**config.mk**
```make
export PLATFORM = sky130hd
export DESIGN_NAME = vm2_dma_arb
export DESIGN_NICKNAME = d
export VERILOG_FILES = /design/src/rtl/vm2_pkg.sv /design/src/rtl/vm2_rr_pick.sv /design/src/rtl/vm2_dma_arb.sv
export SDC_FILE = /design/constraint.sdc
export NUM_CORES = 1
export LEC_CHECK = 0
export ABC_AREA = 0
export BUFFER_PORTS_ARGS = -buffer_cell sky130_fd_sc_hd__buf_4
export CAP_MARGIN = 20
export CORE_MARGIN = 5
export CORE_UTILIZATION = 35
export CTS_CLUSTER_SIZE = 10
export DETAILED_ROUTE_END_ITERATION = 8
export GPL_TIMING_DRIVEN = 0
export SYNTH_ARGS = -nofsm -noshare
export SYNTH_HDL_FRONTEND = slang
export SYNTH_SLANG_ARGS = --single-unit
```
**constraint.sdc**
```tcl
create_clock -name clk -period 3.6 [get_ports clk]
set_input_delay 0.36 -clock clk [delete_from_list [all_inputs] [get_ports clk]]
set_output_delay 0.36 -clock clk [all_outputs]
set_load 0.01 [all_outputs]
```
**src/rtl/vm2_pkg.sv**
```systemverilog
// rtl/vm2_pkg.sv - shared state encoding and sizing helpers for the vm2 DMA arbiter
package vm2_pkg;

    localparam int NREQ_MAX = 4;

    typedef enum logic [2:0] {
        ARB_IDLE,
        ARB_REQ,
        ARB_ACK,
        ARB_OWN,
        ARB_REL
    } arb_state_t;

    function automatic int idx_w(input int n);
        return (n > 1) ? $clog2(n) : 1;
    endfunction

endpackage

```
**src/rtl/vm2_rr_pick.sv**
```systemverilog
// rtl/vm2_rr_pick.sv - combinational round-robin picker, searches from last+1 modulo NREQ
module vm2_rr_pick
    import vm2_pkg::*;
#(
    parameter int NREQ = 4,
    parameter int IW   = idx_w(NREQ)
) (
    input  logic [NREQ-1:0] req,
    input  logic [IW-1:0]   last,
    output logic [NREQ-1:0] win,
    output logic [IW-1:0]   widx
);

    logic [IW-1:0] w_idx;
    logic          w_found;

    always_comb begin
        win     = '0;
        widx    = '0;
        w_found = 1'b0;
        w_idx   = '0;
        for (int k = 1; k <= NREQ; k++) begin
            w_idx = IW'((int'(last) + k) % NREQ);
            if (!w_found && req[w_idx]) begin
                w_found    = 1'b1;
                win[w_idx] = 1'b1;
                widx       = w_idx;
            end
        end
    end

endmodule

```
**src/rtl/vm2_dma_arb.sv**
```systemverilog
// rtl/vm2_dma_arb.sv - Q-bus DMA arbiter: DMR/DMGO/SACK handshake and round-robin one-hot grant
module vm2_dma_arb
    import vm2_pkg::*;
#(
    parameter int NREQ   = 4,
    parameter int MAXOWN = 1024
) (
    input  logic            clk,
    input  logic            rst_n,
    input  logic [NREQ-1:0] req,
    output logic [NREQ-1:0] gnt,
    output logic            tout,
    output logic            dmr_n,
    input  logic            dmgo_n,
    output logic            sack_n,
    input  logic            sync_n,
    input  logic            rply_n
);

    localparam int IW = idx_w(NREQ);
    localparam int CW = (MAXOWN > 0) ? $clog2(MAXOWN + 1) : 1;
    localparam logic [CW-1:0] CNT_MAX = CW'(MAXOWN);

    arb_state_t      r_state;
    arb_state_t      w_next;
    logic [IW-1:0]   r_last;
    logic [IW-1:0]   r_widx;
    logic [IW-1:0]   w_widx;
    logic [NREQ-1:0] w_win;
    logic [CW-1:0]   r_cnt;
    logic [CW-1:0]   w_cnt_inc;
    logic            w_idle_bus;
    logic            w_hit;
    logic            w_forced;

    vm2_rr_pick #(
        .NREQ (NREQ),
        .IW   (IW)
    ) u_pick (
        .req  (req),
        .last (r_last),
        .win  (w_win),
        .widx (w_widx)
    );

    assign w_idle_bus = sync_n & rply_n;
    assign w_cnt_inc  = r_cnt + CW'(1);
    // A zero limit disables forced release entirely.
    assign w_hit      = (MAXOWN != 0) && (w_cnt_inc == CNT_MAX);

    always_comb begin
        w_next   = r_state;
        w_forced = 1'b0;
        case (r_state)
            ARB_IDLE: if (|req && dmgo_n) w_next = ARB_REQ;
            ARB_REQ:  if (!dmgo_n) w_next = ARB_ACK;
            ARB_ACK:  if (w_idle_bus) w_next = (|req) ? ARB_OWN : ARB_REL;
            ARB_OWN: begin
                if (!req[r_widx]) begin
                    w_next = ARB_REL;
                end else if (w_hit) begin
                    w_next   = ARB_REL;
                    w_forced = 1'b1;
                end
            end
            ARB_REL:  w_next = ARB_IDLE;
            default:  w_next = ARB_IDLE;
        endcase
    end

    // Outputs are decoded from the next state so every pin comes straight from a flop.
    always_ff @(posedge clk or negedge rst_n) begin
        if (!rst_n) begin
            r_state <= ARB_IDLE;
            r_last  <= IW'(NREQ - 1);
            r_widx  <= '0;
            r_cnt   <= '0;
            gnt     <= '0;
            tout    <= 1'b0;
            dmr_n   <= 1'b1;
            sack_n  <= 1'b1;
        end else begin
            r_state <= w_next;
            dmr_n   <= (w_next != ARB_REQ);
            sack_n  <= !(w_next inside {ARB_ACK, ARB_OWN, ARB_REL});
            tout    <= w_forced;
            if (r_state == ARB_ACK && w_next == ARB_OWN) begin
                r_last <= w_widx;
                r_widx <= w_widx;
                gnt    <= w_win;
                r_cnt  <= '0;
            end else if (w_next == ARB_OWN) begin
                r_cnt  <= w_cnt_inc;
            end else begin
                gnt    <= '0;
            end
        end
    end

endmodule

```
Yosys cells after proc, flatten, opt, wreduce, memory -nomap -nowiden
Cells that the tools add are included.
{"block": "op_classes", "n_mux": 43, "eq_ne": 9, "add_sub_neg": 5, "magnitude_cmp": 9, "reduce_logical": 17, "bitwise_logic": 4}
{"cell": "2-to-1 mux 4 bit", "n": 6}
{"cell": "2-to-1 mux 11 bit", "n": 2}
{"cell": "2-to-1 mux 3 bit", "n": 6}
{"cell": "less-than comparator 2 x 3 -> 1 bit, second input constant", "n": 5}
{"cell": "2-to-1 mux 1 bit", "n": 15}
{"cell": "equality test 3 x 2 -> 1 bit, second input constant", "n": 4}
{"cell": "bitwise OR 4 bit", "n": 3}
{"cell": "one-hot mux 3 bit (4 select lines)", "n": 1}
{"cell": "adder 11 x 1 -> 11 bit, second input constant", "n": 1}
{"cell": "equality test 11 bit, second input constant", "n": 1}
{"cell": "binary-select mux 1 bit (select 2 bit)", "n": 5}
{"cell": "logical AND 1 bit", "n": 9}
{"cell": "demux 1 bit (select 2 bit)", "n": 4}
{"cell": ">= comparator 2 x 1 -> 1 bit, second input constant", "n": 4}
{"cell": "2-to-1 mux 2 bit", "n": 4}
{"cell": "adder 2 x 1 -> 2 bit, second input constant", "n": 2}
{"cell": "adder 2 bit, second input constant", "n": 2}
{"cell": "zero test 1 bit", "n": 4}
{"cell": "OR reduction 4 bit", "n": 1}
{"cell": "equality test 3 x 1 -> 1 bit, second input constant", "n": 1}
{"cell": "equality test 3 bit, second input constant", "n": 1}
{"cell": "zero test 3 bit", "n": 1}
{"cell": "!= test 3 x 1 -> 1 bit, second input constant", "n": 1}
{"cell": "nonzero test 3 bit", "n": 1}
{"cell": "other kinds (3)", "n": 3}
{"block": "word_totals", "reg_bits": 25, "wordCells": 95, "out_inout_bits": 7, "in_bits": 9}

Logic depth before layout (Yosys ltp)
Gate-level depths: netlist of the first run.
{"block": "logic_depth", "word_depth": 14, "mapped_depth": 10, "depth_no_buf": 8}

Hierarchy
Synthesis of the first run repeated with hierarchy kept, for this count alone.
{"block": "hier_totals", "hier_cells": 189, "hier_area_um2": 1783.0}
{"module": "vm2_dma_arb", "area_each_um2": 1292.5, "cells_per_inst": 130, "seq_area_each_um2": 630.6, "n_inst": 1}
{"module": "vm2_rr_pick", "area_each_um2": 490.5, "cells_per_inst": 59, "seq_area_each_um2": 0.0, "n_inst": 1}

Worst setup path before layout of the first run
No wires, ideal clock.
{"block": "synth_timing", "path_kind": "flip-flop to flip-flop", "startpoint": "register r_last[0]", "endpoint": "register r_widx[1]", "path_slack_ns": 0.800, "t_arrival_ns": 2.674, "period_less_slack_ns": 2.800, "required_ns": 3.474, "path_stages_with_launch": 11, "path_buffers": 2, "setup_ns": 0.126, "cell_sequence": "dfstp_2 buf_2 inv_1 ha_1 clkbuf_1 mux4_2 nor2b_1 a221oi_1 a21oi_1 nor3_1 nor2_1"}
{"block": "synth_between", "elab_chain_len": 13, "word_cells_on_any_way": 25, "cone_classes": "add/sub (4); mux (15); reduce/logical (6)"}
{"element": "from (decl)", "line": "vm2_dma_arb.sv:26", "source": "logic [IW-1:0] r_last;"}
{"element": "from (signal assigned)", "line": "vm2_dma_arb.sv:75", "source": "r_last <= IW'(NREQ - 1);"}
{"element": "from (signal assigned)", "line": "vm2_dma_arb.sv:88", "source": "r_last <= w_widx;"}
{"element": "adder 2 x 1 -> 2 bit", "line": "vm2_rr_pick.sv:23", "source": "w_idx = IW'((int'(last) + k) % NREQ);"}
{"element": "binary-select mux 1 bit (select 2 bit)", "line": "vm2_rr_pick.sv:24", "source": "if (!w_found && req[w_idx]) begin"}
{"element": "2-to-1 mux 1 bit (implied by the code)", "line": "vm2_rr_pick.sv:24"}
{"element": "2-to-1 mux 1 bit", "line": "vm2_rr_pick.sv:24"}
{"element": "zero test 1 bit", "line": "vm2_rr_pick.sv:24"}
{"element": "logical AND 1 bit", "line": "vm2_rr_pick.sv:24"}
{"element": "2-to-1 mux 1 bit", "line": "vm2_rr_pick.sv:24"}
{"element": "zero test 1 bit", "line": "vm2_rr_pick.sv:24"}
{"element": "logical AND 1 bit", "line": "vm2_rr_pick.sv:24"}
{"element": "2-to-1 mux 1 bit", "line": "vm2_rr_pick.sv:24"}
{"element": "zero test 1 bit", "line": "vm2_rr_pick.sv:24"}
{"element": "logical AND 1 bit", "line": "vm2_rr_pick.sv:24"}
{"element": "2-to-1 mux 2 bit *", "line": "vm2_rr_pick.sv:24"}
{"element": "to (signal assigned)", "line": "vm2_dma_arb.sv:89", "source": "r_widx <= w_widx;"}
{"element": "to (decl)", "line": "vm2_dma_arb.sv:27", "source": "logic [IW-1:0] r_widx;"}
Mark *: on every way between the ends. The rest lies on a longest branch, timed or not. The select of a mux whose other input is x is not followed.
A chain may end at the register's enable or synchronous reset.

Worst setup path after layout of the first run
Same ends and word-level chain as after synthesis.

==> results of run 1 <==
## kinds of logic after synthesis
group / count (synthesis) / synth area share (%)
AND/OR/NAND/NOR: 72 / 21.6
AO/OA/AOI/OAI: 60 / 23.0
flip-flops: 25 / 35.0
multiplexers: 13 / 8.83
buffers and inverters: 12 / 3.82
adder cells (fa/ha/maj): 9 / 6.25
XOR/XNOR: 3 / 1.46
## where the power goes
part	leakage [uW]	switching (uW)	internal [uW]	total [uW]
logic	0.000527	374	297	671
clock network	0.0000255	95.9	77.6	174
registers	0.000323	121	388	510
## flip-flops by register name, summed over array words and instances, names as in the netlist
name / flops
r_widx: 2
r_state: 3
sack_n: 1
dmr_n: 1
tout: 1
r_cnt: 11
r_last: 2
gnt: 4
## tightest hold or removal path, cell delays in order
cell,delay (ns)
buf_4,0.08
nor2b_1,0.04
o21bai_1,0.11
## cell usage after synthesis, types with 2 or more instances
| master | instances | area share, % |
|---|---|---|
| a22o_1 | 3 | 1.5 |
| a22oi_1 | 4 | 1.7 |
| nor2_1 | 12 | 2.5 |
| buf_6 | 2 | 1.3 |
| nand3_2 | 2 | 1.1 |
| nor4_1 | 3 | 1.0 |
| nor2b_1 | 3 | 1.0 |
| nand3_1 | 8 | 2.2 |
| dfstp_2 | 4 | 5.8 |
| mux2_2 | 3 | 1.9 |
| o211ai_1 | 5 | 2.1 |
| mux4_2 | 2 | 2.5 |
| o22ai_1 | 2 | 0.69 |
| mux2i_1 | 8 | 4.4 |
| dfrtp_1 | 21 | 29 |
| a21o_1 | 3 | 1.3 |
| or3_1 | 5 | 1.7 |
| nor3b_1 | 2 | 0.83 |
| clkbuf_1 | 3 | 0.63 |
| ha_1 | 9 | 6.3 |
| nand4_1 | 2 | 0.69 |
| a21boi_0 | 2 | 0.83 |
| nor3_1 | 4 | 1.1 |
| xnor2_1 | 2 | 0.97 |
| nand2_1 | 17 | 3.5 |
| buf_2 | 4 | 1.1 |
| a31oi_1 | 2 | 0.69 |
| a211o_1 | 2 | 0.97 |
| inv_1 | 2 | 0.42 |
| a21oi_1 | 9 | 2.5 |
| o21ai_0 | 18 | 5.0 |
| and3_1 | 2 | 0.69 |
## area by class of cell
class | count | area, sq um
Inverter | 2 | 7.51
Tap cell | 70 | 87.6
Fill cell | 483 | 3000
Sequential cell | 25 | 631
Clock buffer | 3 | 41.3
Buffer | 10 | 61.3
Timing Repair Buffer | 14 | 108
Clock inverter | 1 | 5.00
Multi-Input combinational cell | 157 | 1100
## per-stage QoR
step	hold slack (ns)	utilization (%)	total power, uW	cell area, sq um	worst slack, ns
2_1_floorplan	0.0644	-	1020	1800	0.800
3_3_place_gp	0.285	39.4	1180	1990	0.407
4_1_cts	0.364	40.5	1370	2040	0.377
5_1_grt	0.395	40.5	1490	2040	0.0574
3_5_place_dp	0.291	39.4	1190	1990	0.401
6_report	0.362	40.5	1350	2040	0.353
## layer usage
layer  GRT usage, %  vias to the layer above
met4           2.16                        0
met5              0                        -
met3           2.19                        2
met2           21.9                       21
met1           17.4                      735
li1               -                      761
## final timing paths
| kind | startpoint | end | slack (ns) | cells after the start |
|---|---|---|---|---|
| min | dmgo_n | sack_n | 0.36 | 3 |
| max reg2reg | r_last[0] | r_widx[1] | 0.35 | 10 |
| max | r_last[0] | r_widx[1] | 0.35 | 10 |
| min in group asynchronous | rst_n | r_state[0] | 0.52 | 2 |
| max in group asynchronous | rst_n | dmr_n | 2.78 | 2 |
| min reg2reg | r_widx[0] | r_widx[0] | 0.51 | 1 |
## timing repair
| item | in CTS | in global routing |
|---|---|---|
| endpoints found under the setup margin | 0 | 0 |
| buffers inserted | 0 | 0 |
| endpoints found under the hold margin | 21 | 0 |
| hold buffers | 1 | 0 |
==> impl_results.md, run 1 <==
* Final HPWL DP at 2.77 mm
* Layout Cells excl Fill at 282
* Clock sinks at 25
* Final total negative setup slack at 0 ns
* Hold Vio Cnt, Final at 0
* Mean post-synth cell area at 9.28 sq um
* # diodes at 0
* Final period util at 90.2%
* Crit start category: register
* Chip Width at 81.7 microns
* Die outline height at 81.7 microns
* Clk buf depth at 2
* Clock root buffer: clkbuf_8
* Total CTS buffers at 3
* Worst hold path type: in2reg
* Vias in the first global route at 1504
* First-pass GRT wire length at 6.95 mm
* Vias at 1519
* CTS tree: done
* CP top delay family: buffers and inverters
* Dpl cells at 277
* CP endpoint kind: register
* Standard-cell rows at 26
* Leak Pwr at 0.000876 uW
* CTS clk-pin slew, worst paths at 0.10 ns
* Maximum operating frequency at 308 MHz
* Drt pass-1 iters at 4
* DRT iter0 DRCs at 70
* Layout cells sized above 1 at 20.8%
* Global route total overflow at 0
* Count of different cell masters after synthesis at 56
* Initial cell density of the core at 35.7%
* Seq cells post-synth at 25
* Status: finished, final reports clean
* DRT antenna net count at 0
* Clock Latency Late Sink at 0.27 ns
* Worst Skew at 0.00773 ns
* Async set-reset flop share out of synthesis at 100%
* Maxcap violations at 0
* Power Dens Cells at 663 nW/um^2
* Peak supply drop at 0.000354 V
* Register area share after synthesis at 35.0%
* Max Slew Vio Count at 0
* Most frequent cells in the layout: dfrtp_1 (21), o21ai_0 (18), nand2_1 (17)
* Commonest non-fill, non-tap cell in the layout: dfrtp_1
* Critical-path cell list: buf_2 > inv_1 > ha_1 > clkbuf_1 > mux4_2 > nor2b_1 > a221oi_1 > a21oi_1 > nor3_1 > nor2_1
* Die area at 6680 sq um
* Final min period at 3.25 ns
* P&R area growth vs syn at 13.4%
* Finish-stage setup viols at 0
* Worst stage delay on the critical path at 0.65 ns
* Via density at 5.39
* Crit path max fanout at 10
* Avg WL per Cell at 14.0 microns
* CORE AREA at 5040 sq um
* Synthesized area at 1800 sq um
* Mapped Cells at 194
* DRT met1 WL at 1.97 mm
* Ys Warns at 0
* Syn nets at 212
* # IOs at 16
* Worst slew pin tran at 0.725 ns
* Final WL at 3.96 mm
* Met2 WL post-DR at 1.88 mm
* H-tree levels at 1
* Crit path max-delay cell type: dfstp_2
* # DRC at 0
* PortBufs at 13
* Resized Gates After CTS at 0
* Slew HR at 50.3%
* Critical Path RT at 3.76 ns
* RSZ-0062 raised after global routing: no
* Largest net degree at the start of global routing at 26
* Met3 WL post-DR at 93 microns
* CP Data Arrival Time at 3.41 ns
* Initial antenna violation count at 0
* Crit Path Class: reg2reg
* Nets at 231
* RD Place Congestion at 0.787
* Sum of buffers and inverters on the critical path at 3
* Post-synth EDFFs at 0
* GRT Total Usage at 12.9%
* Synth Flop Type: dfrtp_1
* Top Metal Used: met4
Note: power is estimated with default switching activity, not from simulation.
==> run 2: changes to the inputs <==
--- a/config.mk
+++ b/config.mk
@@ -13,6 +13,8 @@
 export CTS_CLUSTER_SIZE = 10
 export DETAILED_ROUTE_END_ITERATION = 8
 export GPL_TIMING_DRIVEN = 0
+export MAX_ROUTING_LAYER = met4
 export SYNTH_ARGS = -nofsm -noshare
 export SYNTH_HDL_FRONTEND = slang
+export SYNTH_HIERARCHICAL = 1
 export SYNTH_SLANG_ARGS = --single-unit
==> run 2 against run 1 <==
Cell area is 0.31% higher. Clock power shrank 2%. Synthesized area decreased by 0.97%. Maximum frequency increased by 29%. Setup slack better by 0.72 ns. Utilization up 0.12 points. Critical endpoint is now gnt[2]. Via count fell by 2.4%. Worst hold slack got worse by 0.097 ns. Sequential share of layout area fell by 0.094 points. Critical path depth down 2.
==> impl_results.md, run 2 <==
* Worst hold path type: in2reg
* Clk buf depth at 2
* Status: finished, final reports clean
* Standard-cell rows at 26
* Crit path launch: r_last[0]
* Avg WL per Cell at 13.3 microns
* Finish-stage setup viols at 0
* Chip Width at 81.4 microns
* Total CTS buffers at 3
* Commonest non-fill, non-tap cell in the layout: nand2_1
* # diodes at 0
* Synth Flop Type: dfrtp_1
* Critical Path RT at 3.76 ns
* Peak supply drop at 0.000399 V
* Via density at 5.32
* Mapped Cells at 189
* Final total negative setup slack at 0 ns
* RSZ-0062 raised after global routing: no
* Die outline height at 81.4 microns
* Maxcap violations at 0
* Initial antenna violation count at 0
* Clock Latency Late Sink at 0.27 ns
* Largest registers: r_cnt: 11 flops, gnt: 4 flops, r_state: 3 flops
* Count of different cell masters after synthesis at 52
* CP endpoint kind: register
* CP Data Arrival Time at 2.69 ns
* Top-count cell post-synth: nand2_1
* PortBufs at 15
* Final min period at 2.53 ns
* Ranking of synthesized cells by area: dfrtp_1 (29%), nand2_1 (6.5%), ha_1 (6.3%)
* Largest net degree at the start of global routing at 26
* Largest register by flop count: r_cnt
* R2R depth at 8
* Worst slew pin tran at 0.833 ns
* GR Util met3 at 1.44%
* RD Place Congestion at 0.841
* Area leader, netlist: dfrtp_1
* Nets at 228
* Async set-reset flop share out of synthesis at 100%
* H-tree levels at 1
* Initial cell density of the core at 35.4%
* Total power at 1230 uW
* Met2 Use GR at 20.6%
* Max Slew Vio Count at 0
* Leak Pwr at 0.000903 uW
* Ys Warns at 6
* Clock root buffer: clkbuf_8
* Syn nets at 207
* First-pass GRT wire length at 6.55 mm
* RR Endpoint: gnt[2]
* Slew HR at 44.0%
* CTS tree: done
* Most frequent cells in the layout: nand2_1 (31), dfrtp_1 (21), buf_4 (17)
* Synthesized area at 1780 sq um
* Vias in the first global route at 1452
* Clock sinks at 25
* Grt met1 use at 16.3%
* Share of the synthesized area in the top cell type at 29.5%
* Critical Path End: gnt[2]
* Reg-to-reg critical path startpoint: r_last[0]
* CTS clk-pin slew, worst paths at 0.09 ns
* CORE AREA at 5040 sq um
* R2R setup slack at 1.07 ns
* GRT Total Usage at 12.5%
* Max reg flops at 11
* Maximum operating frequency at 396 MHz
* Mean post-synth cell area at 9.43 sq um
* Most used routing layer: met2
* Final HPWL DP at 2.69 mm
* Global route total overflow at 0
* Final period util at 70.2%
* Crit start category: register
* Layout cells sized above 1 at 21.5%
* Vias at 1483
* P&R area growth vs syn at 14.9%
* # DRC at 0
* Power Dens Cells at 603 nW/um^2
* Post-CTS Repair Setup Buffers at 0
* Crit Path Class: reg2reg
* DRT antenna net count at 0
* Register area share after synthesis at 35.4%
* DRT iter0 DRCs at 69
* # IOs at 16
* Hold Crit Depth at 2
* Drt pass-1 iters at 4
* Crit path max fanout at 10
* Final WL at 3.70 mm
* Hold Vio Cnt, Final at 0
* Seq cells post-synth at 25
* Post-synth top cells: nand2_1 (31), dfrtp_1 (21), ha_1 (9), nor2_1 (9)
* Worst Skew at 0.00644 ns
* Post-synth EDFFs at 0
* Die area at 6620 sq um
==> run 2: cells by family (layout without fill, tap and decap cells) <==
group	Yosys count	count (layout)	synth area share, %
buffers and inverters	14	34	4.35
xor gates and xnor gates	2	2	0.983
muxes	7	7	6.18
AOI/OAI and AO/OA	52	52	24.4
DFF	25	25	35.4
and+or+nand+nor	80	80	22.4
adders and majority gates	9	9	6.32
==> run 2: metrics by stage <==
step           hold WS, ns  instance area [sq um]  setup slack [ns]  utilization (%)  cells
3_5_place_dp         0.282                   1990              1.08             39.5    274
3_3_place_gp         0.281                   1980             0.922             39.3    274
6_report             0.265                   2050              1.07             40.6    279
4_1_cts              0.268                   2050              1.06             40.6    279
5_1_grt              0.263                   2050             0.885             40.6    279
2_1_floorplan       0.0644                   1780              1.29                -    189
==> run 2: per-layer routing <==
| metal | up-vias | routed length (microns) |
|---|---|---|
| met5 | - | 0 |
| met4 | 0 | 44 |
| met3 | 4 | 97 |
| met2 | 29 | 1710 |
| met1 | 705 | 1850 |
| li1 | 745 | - |
==> run 2: cell type report <==
class	count	area, sq um
multi-input combinational	150	1080
inverter	4	15.0
clock inverter	1	7.51
timing repair buffer	16	123
clock buffer	3	41.3
sequential	25	631
fill	514	2990
buffer	10	62.6
tap	70	87.6
==> run 2: repair_timing <==
action / CTS / global route
hold buffers: 1 / 0
endpoints found under the setup margin: 0 / 0
endpoints found under the hold margin: 21 / 0
gates resized for setup: 0 / 0
==> run 2: where the power goes <==
group          leakage (uW)  internal [uW]  switching (uW)
Sequential         0.000325            365            94.3
Clock             0.0000217           78.4            91.3
Combinational      0.000557            278             328
==> run 2: critical path, stage by stage (launching register included) <==
cell,delay (ns)
dfstp_2,0.66
buf_4,0.21
inv_1,0.10
ha_1,0.40
mux4_2,0.43
nand2_1,0.10
o21ai_1,0.06
a221o_1,0.27
a22o_1,0.19
==> run 2: worst min path at each step <==
stage | slack, ns | to | startpoint
after floorplan | 0.06 | gnt[0] | rst_n
after global placement | 0.28 | r_state[0] | rst_n
after detailed placement | 0.28 | r_state[0] | rst_n
after CTS | 0.27 | dmr_n | dmgo_n
after global routing | 0.26 | dmr_n | dmgo_n
final | 0.26 | dmr_n | dmgo_n
